**config.mk**
```make
export PLATFORM = sky130hd
export DESIGN_NAME = melee_attack_ctrl
export DESIGN_NICKNAME = d
export VERILOG_FILES = /design/src/rtl/melee_attack_ctrl.sv
export SDC_FILE = /design/constraint.sdc
export NUM_CORES = 1
export LEC_CHECK = 0
export BUFFER_PORTS_ARGS = -buffer_cell sky130_fd_sc_hd__buf_4
export CORE_MARGIN = 2
export CORE_UTILIZATION = 55
export CTS_BUF_LIST = sky130_fd_sc_hd__clkbuf_8
export CTS_CLUSTER_SIZE = 12
export DETAILED_ROUTE_END_ITERATION = 12
export PLACE_DENSITY_LB_ADDON = 0.2
export SYNTH_ARGS = -nofsm -noshare
export SYNTH_HDL_FRONTEND = slang
export SYNTH_SLANG_ARGS = --single-unit
```
**constraint.sdc**
```tcl
create_clock -name clk -period 4.7 [get_ports clk]
set_input_delay 0.94 -clock clk [delete_from_list [all_inputs] [get_ports clk]]
set_output_delay 0.94 -clock clk [all_outputs]
set_load 0.05 [all_outputs]
```
**src/rtl/melee_attack_ctrl.sv**
```systemverilog
// melee_attack_ctrl: buffers clicks, sequences swing/cooldown, issues one damage request per swing.
// Optional feature macro: MELEE_COMBO_EN (combo level scales damage).
module melee_attack_ctrl #(
  parameter int SWING_FRAMES    = 12,
  parameter int HIT_START       = 3,
  parameter int HIT_END         = 8,
  parameter int COOLDOWN_FRAMES = 6,
  parameter int QUEUE_DEPTH     = 2,
  parameter int DAMAGE          = 1
) (
  input  logic       clk,
  input  logic       rst,
  input  logic       frame_tick,
  input  logic       mouse_clicked,
  input  logic       alive,
  input  logic       boss_hit,
  input  logic       dmg_ready,
  output logic       anim_trigger,
  output logic       swing_start,
  output logic       hit_window,
  output logic       dmg_valid,
  output logic [3:0] dmg_amount,
  output logic [7:0] frame_idx,
  output logic [2:0] pend_cnt,
  output logic [1:0] combo
);

  typedef enum logic [1:0] {
    IDLE,
    SWING,
    COOLDOWN
  } state_e;

  localparam logic [7:0] LAST_FRAME = 8'(SWING_FRAMES - 1);
  localparam logic [7:0] HIT_LO     = 8'(HIT_START);
  localparam logic [7:0] HIT_HI     = 8'(HIT_END);
  localparam logic [7:0] CD_LAST    = 8'(COOLDOWN_FRAMES - 1);
  localparam logic [2:0] QD         = 3'(QUEUE_DEPTH);
  localparam logic [3:0] DMG        = 4'(DAMAGE);

  state_e     state_q, state_d;
  logic [7:0] frame_idx_q, frame_idx_d;
  logic [7:0] cd_cnt_q, cd_cnt_d;
  logic [2:0] pend_cnt_q, pend_cnt_d;
  logic       click_q;
  logic       swing_start_q, swing_start_d;
  logic       dmg_valid_q, dmg_valid_d;
  logic [3:0] dmg_amount_q, dmg_amount_d;
  logic       dmg_done_q, dmg_done_d;

`ifdef MELEE_COMBO_EN
  logic [1:0] combo_q, combo_d;
  logic [3:0] idle_cnt_q, idle_cnt_d;
  logic       had_cd_q, had_cd_d;
`endif

  logic click_pulse;
  logic inc;
  logic consume;
  logic in_win;
  logic issue;

  assign click_pulse = mouse_clicked & ~click_q;
  assign inc         = alive & click_pulse;
  assign consume     = (state_q == IDLE) & frame_tick
                     & (pend_cnt_q != 3'd0);

  assign in_win = (state_q == SWING)
                & (frame_idx_q >= HIT_LO)
                & (frame_idx_q <= HIT_HI);
  assign issue  = in_win & boss_hit
                & ~dmg_done_q & ~dmg_valid_q;

  always_comb begin
    state_d       = state_q;
    frame_idx_d   = frame_idx_q;
    cd_cnt_d      = cd_cnt_q;
    pend_cnt_d    = pend_cnt_q;
    swing_start_d = 1'b0;
    dmg_valid_d   = dmg_valid_q;
    dmg_amount_d  = dmg_amount_q;
    dmg_done_d    = dmg_done_q;
`ifdef MELEE_COMBO_EN
    combo_d       = combo_q;
    idle_cnt_d    = idle_cnt_q;
    had_cd_d      = had_cd_q;
`endif

    // a click landing on a consume cancels out, even when full
    if (inc && !consume) begin
      if (pend_cnt_q != QD) pend_cnt_d = pend_cnt_q + 3'd1;
    end else if (!inc && consume) begin
      pend_cnt_d = pend_cnt_q - 3'd1;
    end

    if (dmg_valid_q && dmg_ready) begin
      dmg_valid_d = 1'b0;
    end else if (issue) begin
      dmg_valid_d = 1'b1;
      dmg_done_d  = 1'b1;
`ifdef MELEE_COMBO_EN
      dmg_amount_d = DMG + {2'b00, combo_q};
`else
      dmg_amount_d = DMG;
`endif
    end

    if (frame_tick) begin
      unique case (state_q)
        IDLE: begin
          if (consume) begin
            state_d       = SWING;
            frame_idx_d   = 8'd0;
            dmg_done_d    = 1'b0;
            swing_start_d = 1'b1;
`ifdef MELEE_COMBO_EN
            if (had_cd_q && idle_cnt_q < 4'd8) begin
              if (combo_q != 2'd3) combo_d = combo_q + 2'd1;
            end else begin
              combo_d = 2'd0;
            end
            had_cd_d = 1'b0;
`endif
          end else begin
`ifdef MELEE_COMBO_EN
            if (idle_cnt_q == 4'd7) begin
              combo_d  = 2'd0;
              had_cd_d = 1'b0;
            end
            if (idle_cnt_q != 4'd8) idle_cnt_d = idle_cnt_q + 4'd1;
`endif
          end
        end
        SWING: begin
          if (frame_idx_q == LAST_FRAME) begin
            state_d     = COOLDOWN;
            cd_cnt_d    = 8'd0;
            frame_idx_d = 8'd0;
          end else begin
            frame_idx_d = frame_idx_q + 8'd1;
          end
        end
        COOLDOWN: begin
          if (cd_cnt_q == CD_LAST) begin
            state_d = IDLE;
`ifdef MELEE_COMBO_EN
            idle_cnt_d = 4'd0;
            had_cd_d   = 1'b1;
`endif
          end else begin
            cd_cnt_d = cd_cnt_q + 8'd1;
          end
        end
        default: state_d = IDLE;
      endcase
    end

    // death wipes the swing sequence and any pending request
    if (!alive) begin
      state_d       = IDLE;
      frame_idx_d   = 8'd0;
      cd_cnt_d      = 8'd0;
      pend_cnt_d    = 3'd0;
      swing_start_d = 1'b0;
      dmg_valid_d   = 1'b0;
      dmg_done_d    = 1'b0;
`ifdef MELEE_COMBO_EN
      combo_d       = 2'd0;
      idle_cnt_d    = 4'd0;
      had_cd_d      = 1'b0;
`endif
    end
  end

  always_ff @(posedge clk or posedge rst) begin
    if (rst) begin
      state_q       <= IDLE;
      frame_idx_q   <= 8'd0;
      cd_cnt_q      <= 8'd0;
      pend_cnt_q    <= 3'd0;
      click_q       <= 1'b0;
      swing_start_q <= 1'b0;
      dmg_valid_q   <= 1'b0;
      dmg_amount_q  <= 4'd0;
      dmg_done_q    <= 1'b0;
`ifdef MELEE_COMBO_EN
      combo_q       <= 2'd0;
      idle_cnt_q    <= 4'd0;
      had_cd_q      <= 1'b0;
`endif
    end else begin
      state_q       <= state_d;
      frame_idx_q   <= frame_idx_d;
      cd_cnt_q      <= cd_cnt_d;
      pend_cnt_q    <= pend_cnt_d;
      click_q       <= mouse_clicked;
      swing_start_q <= swing_start_d;
      dmg_valid_q   <= dmg_valid_d;
      dmg_amount_q  <= dmg_amount_d;
      dmg_done_q    <= dmg_done_d;
`ifdef MELEE_COMBO_EN
      combo_q       <= combo_d;
      idle_cnt_q    <= idle_cnt_d;
      had_cd_q      <= had_cd_d;
`endif
    end
  end

  assign anim_trigger = (state_q == SWING);
  assign swing_start  = swing_start_q;
  assign hit_window   = in_win;
  assign dmg_valid    = dmg_valid_q;
  assign dmg_amount   = dmg_amount_q;
  assign frame_idx    = frame_idx_q;
  assign pend_cnt     = pend_cnt_q;
`ifdef MELEE_COMBO_EN
  assign combo        = combo_q;
`else
  assign combo        = 2'd0;
`endif

endmodule

```
Word-level counts from Yosys, hierarchy flattened. Cells that the tools add are included.

Register bits after elaboration: 26. Input port bits: 7. Output and inout bits: 21. Word-level logic and storage cells: 88.

$add $sub $neg: 4. Order comparisons: 2. Equality and inequality tests: 15. Multiplexer cells: 33. Bitwise operators: 13. Reductions and logical operators: 12.

Operators with widths (count): $mux 8 (8); $pmux 8 s2 (2); $add 8x1->8 const B (2); $mux 1 (13); $mux 3 (4); $ne 3x1->1 const B (4); $mux 2 (5); $and 1x1->1 (9); $ne 3x2->1 const B (3); $ne 3x3->1 const B (3); $eq 8x3->1 const B (1); $eq 8x4->1 const B (1); $ge 8x2->1 const B (1); $le 8x4->1 const B (1); $reduce_and 4->1 (2); $pmux 2 s3 (1); $not 1->1 (4); $reduce_and 2->1 (2); $add 3x1->3 const B (1); $logic_and 1x1->1 (3); $reduce_and 3->1 (1); $reduce_bool 3->1 (1); $sub 3x1->3 const B (1); $eq 2x1->1 const B (1); 4 further kinds (5).

Longest topological paths before layout.
Depth after elaboration: 12. Mapped depth: 8.

Worst setup path before layout. No wires, ideal clock.

Kind: register to output. Start point: register frame_idx_q[4], in the netlist frame_idx[4]. End point: output hit_window. Arrival: 2.237 ns. Required time: 3.760 ns. Slack: 1.523 ns. Cell stages (with the launch flop): 3. Path through: dfrtp_1 > or4_4 > a2111oi_2.

Longest elaborated chain between the ends: 3. Elaborated cells between the ends (all ways): 4. Those cells by class: order compare: 2; bitwise: 2.

RTL lines: start: declaration (line 42) `logic [7:0] frame_idx_q, frame_idx_d;`; start signal: assignment (line 193) `frame_idx_q <= frame_idx_d;`; $ge 8x2->1 (line 69) `& (frame_idx_q >= HIT_LO)`; $and 1x1->1 (line 69); $and 1x1->1 (*) (line 70) `& (frame_idx_q <= HIT_HI);`; end: declaration (line 20) `output logic hit_window,`.

Every way passes the cells marked *; elsewhere a longest branch is shown, timed or not.

Worst setup path after layout. Ends and elaborated chain as after synthesis.

==> impl_metrics.yaml <==
status:
  status: "complete, no violations"
timing:
  maxClockFrequency_mhz: 349
  timing.final.crit_period_ns: 2.87
  finalHoldWorstSlack_ns: 0.476
  final_hold_viol_count: 0
  timing_max_transition_violations_final: 0
  finClkSkew_ns: 0.00362
  setup_viol_count_final: 0
  grt_setup_unrepaired: "false"
  fin_tns_setup_ns: 0
  timing.final.ws_setup_ns: 1.83
  final.period_utilization: 0.610
  timing_worst_slew_pin_value_ns: 0.995
  max_slew_margin: 0.336
layout:
  num-nets-final: 202
  multi_input_gate_area_in_the_final_layout_um2: 865
  share_of_layout_cells_above_drive_strength_1: 0.212
  filler_cell_count: 218
  antenna_cells: 0
  sequential_standard_cell_area_um2: 651
  area_delta_synth_final_pct: 14.8
power:
  power.share.sequential: 0.404
  power_density_nw_per_um2: 360
  clkPwrFrac: 0.286
  switchingPower_w: 0.000237
  leakagePower_nw: 0.827
  ir_drop_mv: 0.309
  power_switching_share: 0.358
  power_frac_comb: 0.310
  internal_power_w: 0.000424
placement:
  globalplace.congestion: 0.835
  dp_slack_ns: 1.80
  hpwl_um: 2390
  port-buffer-count: 22
global_routing:
  grt_overflow_total: 0
  grtUsageTotal: 0.213
  grt_start_max_net_pins: 27
  initial_antenna_violation_count: 0
  global_route_wire_length_before_repair_um: 5630
  grt_pass1_vias: 1274
floorplanning:
  die_area_um2: 3350
  core_area_um2: 2760
  boundaryPins: 28
  starting_density_of_the_core: 0.580
  dieWidth_um: 57.9
  fp-row-count: 19
  die_height_um: 57.9
cts:
  htreeDepth: 1
  sink_count: 26
  cts_buffer_depth: 2
  cts.hold.buffers_added: 0
  cts_inserted_buffers: 3
  post-cts-setup-buffer-count: 0
  worstSkewPairLatency_ns: 0.28
  clk_tree_root_cell: "sky130_fd_sc_hd__clkbuf_8"
  worst_setup_hold_path_clk_slew_ns: 0.09
  cts_tree: "built"
  cts_repair_resize_count: 0
synth:
  synth.top_cells.by_count: "26 x sky130_fd_sc_hd__dfrtp_1, 19 x sky130_fd_sc_hd__a21oi_1, 13 x sky130_fd_sc_hd__nand2_1, 12 x sky130_fd_sc_hd__inv_1, 8 x sky130_fd_sc_hd__o21ai_0"
  post-synth-top-area-cell: "sky130_fd_sc_hd__dfrtp_1"
  synth_edf_count: 0
  post-synth-top-count-cell: "sky130_fd_sc_hd__dfrtp_1"
  synth-seq-cells: 26
  synth-xor-area-share: 0
  post_synth_mux_area_share: 0.00939
  synth_ff_type: "sky130_fd_sc_hd__dfrtp_1"
  postSynthAreaPerCell_um2: 9.58
  synth_async_sr_flop_share: 1.00
  synthesis.instances: 167
  post-synth-top-area-fraction: 0.407
  synth_simple_gate_area_share: 0.213
  synthTopCellsByArea: "sky130_fd_sc_hd__dfrtp_1 41%, sky130_fd_sc_hd__a21oi_1 5.9%, sky130_fd_sc_hd__ha_1 3.1%"
  synth_adder_area_share: 0.0438
  netlist_area_um2: 1600
  post_synthesis_cell_type_count: 51
  largest_family_of_logic_cells_by_synthesized_area: "compound AO/OA/AOI/OAI gates"
  synth_compound_gate_area_share: 0.263
  seq_area_frac_synth: 0.407
  yosysWarningCount: 0
route:
  initialDrtViolationCount: 56
  wire_length_per_cell_after_detailed_routing_um: 15.0
  ant_nets: 0
  finalWirelength_um: 3310
  detail_route.vias_per_cell: 6.35
  route.vias.total: 1398
  detail_route.first_pass.iterations: 4
  post-route-drc-count: 0
min_path:
  worst_hold_path_type: "flop to flop"
worst_setup_path:
  critical_setup_path_class: "flop to output pin"
  worstPathMaxFanout: 6
  data_arrival_time_at_the_worst_slack_endpoint_ns: 1.93
  timing.critical_path.to_type: "output pin"
  regToRegSetupSlack_ns: 2.36
  ordered_list_of_cells_on_the_worst_path: "or4_4, a2111oi_2, buf_4"
  kind_of_launch_point_of_the_worst_setup_path: "flop"
  cp_max_delay_cell: "sky130_fd_sc_hd__or4_4"
  cpPeakStageDelay_ns: 0.59
  crit_required_ns: 3.76
run:
  drv_cap: 0
## metrics by stage
| stage | util | cell area (um^2) | instances | total power [W] |
|---|---|---|---|---|
| 2_1_floorplan | - | 1610 | 171 | 0.000430 |
| 3_3_place_gp | 0.640 | 1760 | 216 | 0.000467 |
| 3_5_place_dp | 0.640 | 1760 | 216 | 0.000475 |
| 4_1_cts | 0.666 | 1840 | 220 | 0.000663 |
| 5_1_grt | 0.666 | 1840 | 220 | 0.000695 |
| 6_report | 0.666 | 1840 | 220 | 0.000661 |
## cells in the final DEF, fill, tap and decap left out, types with 5 or more instances in the layout
master	instances
sky130_fd_sc_hd__a21oi_1	19
sky130_fd_sc_hd__and3_1	6
sky130_fd_sc_hd__buf_4	22
sky130_fd_sc_hd__conb_1	5
sky130_fd_sc_hd__dfrtp_1	26
sky130_fd_sc_hd__inv_1	12
sky130_fd_sc_hd__nand2_1	13
sky130_fd_sc_hd__o21ai_0	8
sky130_fd_sc_hd__or3_1	5
## metal layers
metal	track usage	routed length (um)
met1	0.282	1500
met2	0.352	1600
met3	0.0290	141
met4	0.0897	73
met5	0	0
## registers in the layout, indices dropped and copies added (netlist names)
| register | flops |
|---|---|
| frame_idx | 8 |
| dmg_done_q | 1 |
| dmg_valid | 1 |
| dmg_amount | 1 |
| state_q | 2 |
| cd_cnt_q | 8 |
| pend_cnt | 3 |
| click_q | 1 |
| swing_start | 1 |
## worst max-delay path, delay by kind of cell (launching register included)
family | cells | cell delay [ns]
AND/OR/NAND/NOR | 1 | 0.59
AO/OA/AOI/OAI | 1 | 0.33
flip-flops | 1 | 0.45
buffers and inverters | 1 | 0.28
## power groups by stage
stage | combinational, W | sequential, W | clock (W)
5_1_grt | 0.000225 | 0.000271 | 0.000199
6_report | 0.000205 | 0.000267 | 0.000189
4_1_cts | 0.000205 | 0.000266 | 0.000192
3_3_place_gp | 0.000198 | 0.000269 | 0
2_1_floorplan | 0.000140 | 0.000290 | 0
3_5_place_dp | 0.000204 | 0.000271 | 0
## worst paths after layout
check | startpoint | end | depth (start not counted)
worst min-delay path | dmg_amount[0] | dmg_amount[0] | 1
worst max-delay path | frame_idx[4] | hit_window | 3
max in group asynchronous | rst | cd_cnt_q[1] | 2
min in group asynchronous | rst | cd_cnt_q[5] | 2
worst max register to register | state_q[0] | pend_cnt[1] | 7
worst min register to register | dmg_amount[0] | dmg_amount[0] | 1
## area by class of cell
type,count,area share
multi-input combinational,125,0.471
timing repair buffer,22,0.0900
clock buffer,3,0.0225
inverter,12,0.0245
sequential,26,0.354
tap,31,0.0211
clock inverter,1,0.0164
## cells by family after synthesis
group / count (synthesis)
and+or+nand+nor: 56
buffers and inverters: 20
other: 1
AOI/OAI and AO/OA: 58
adders and majority gates: 5
muxes: 1
DFF: 26
(Power assumes the default switching activity.)
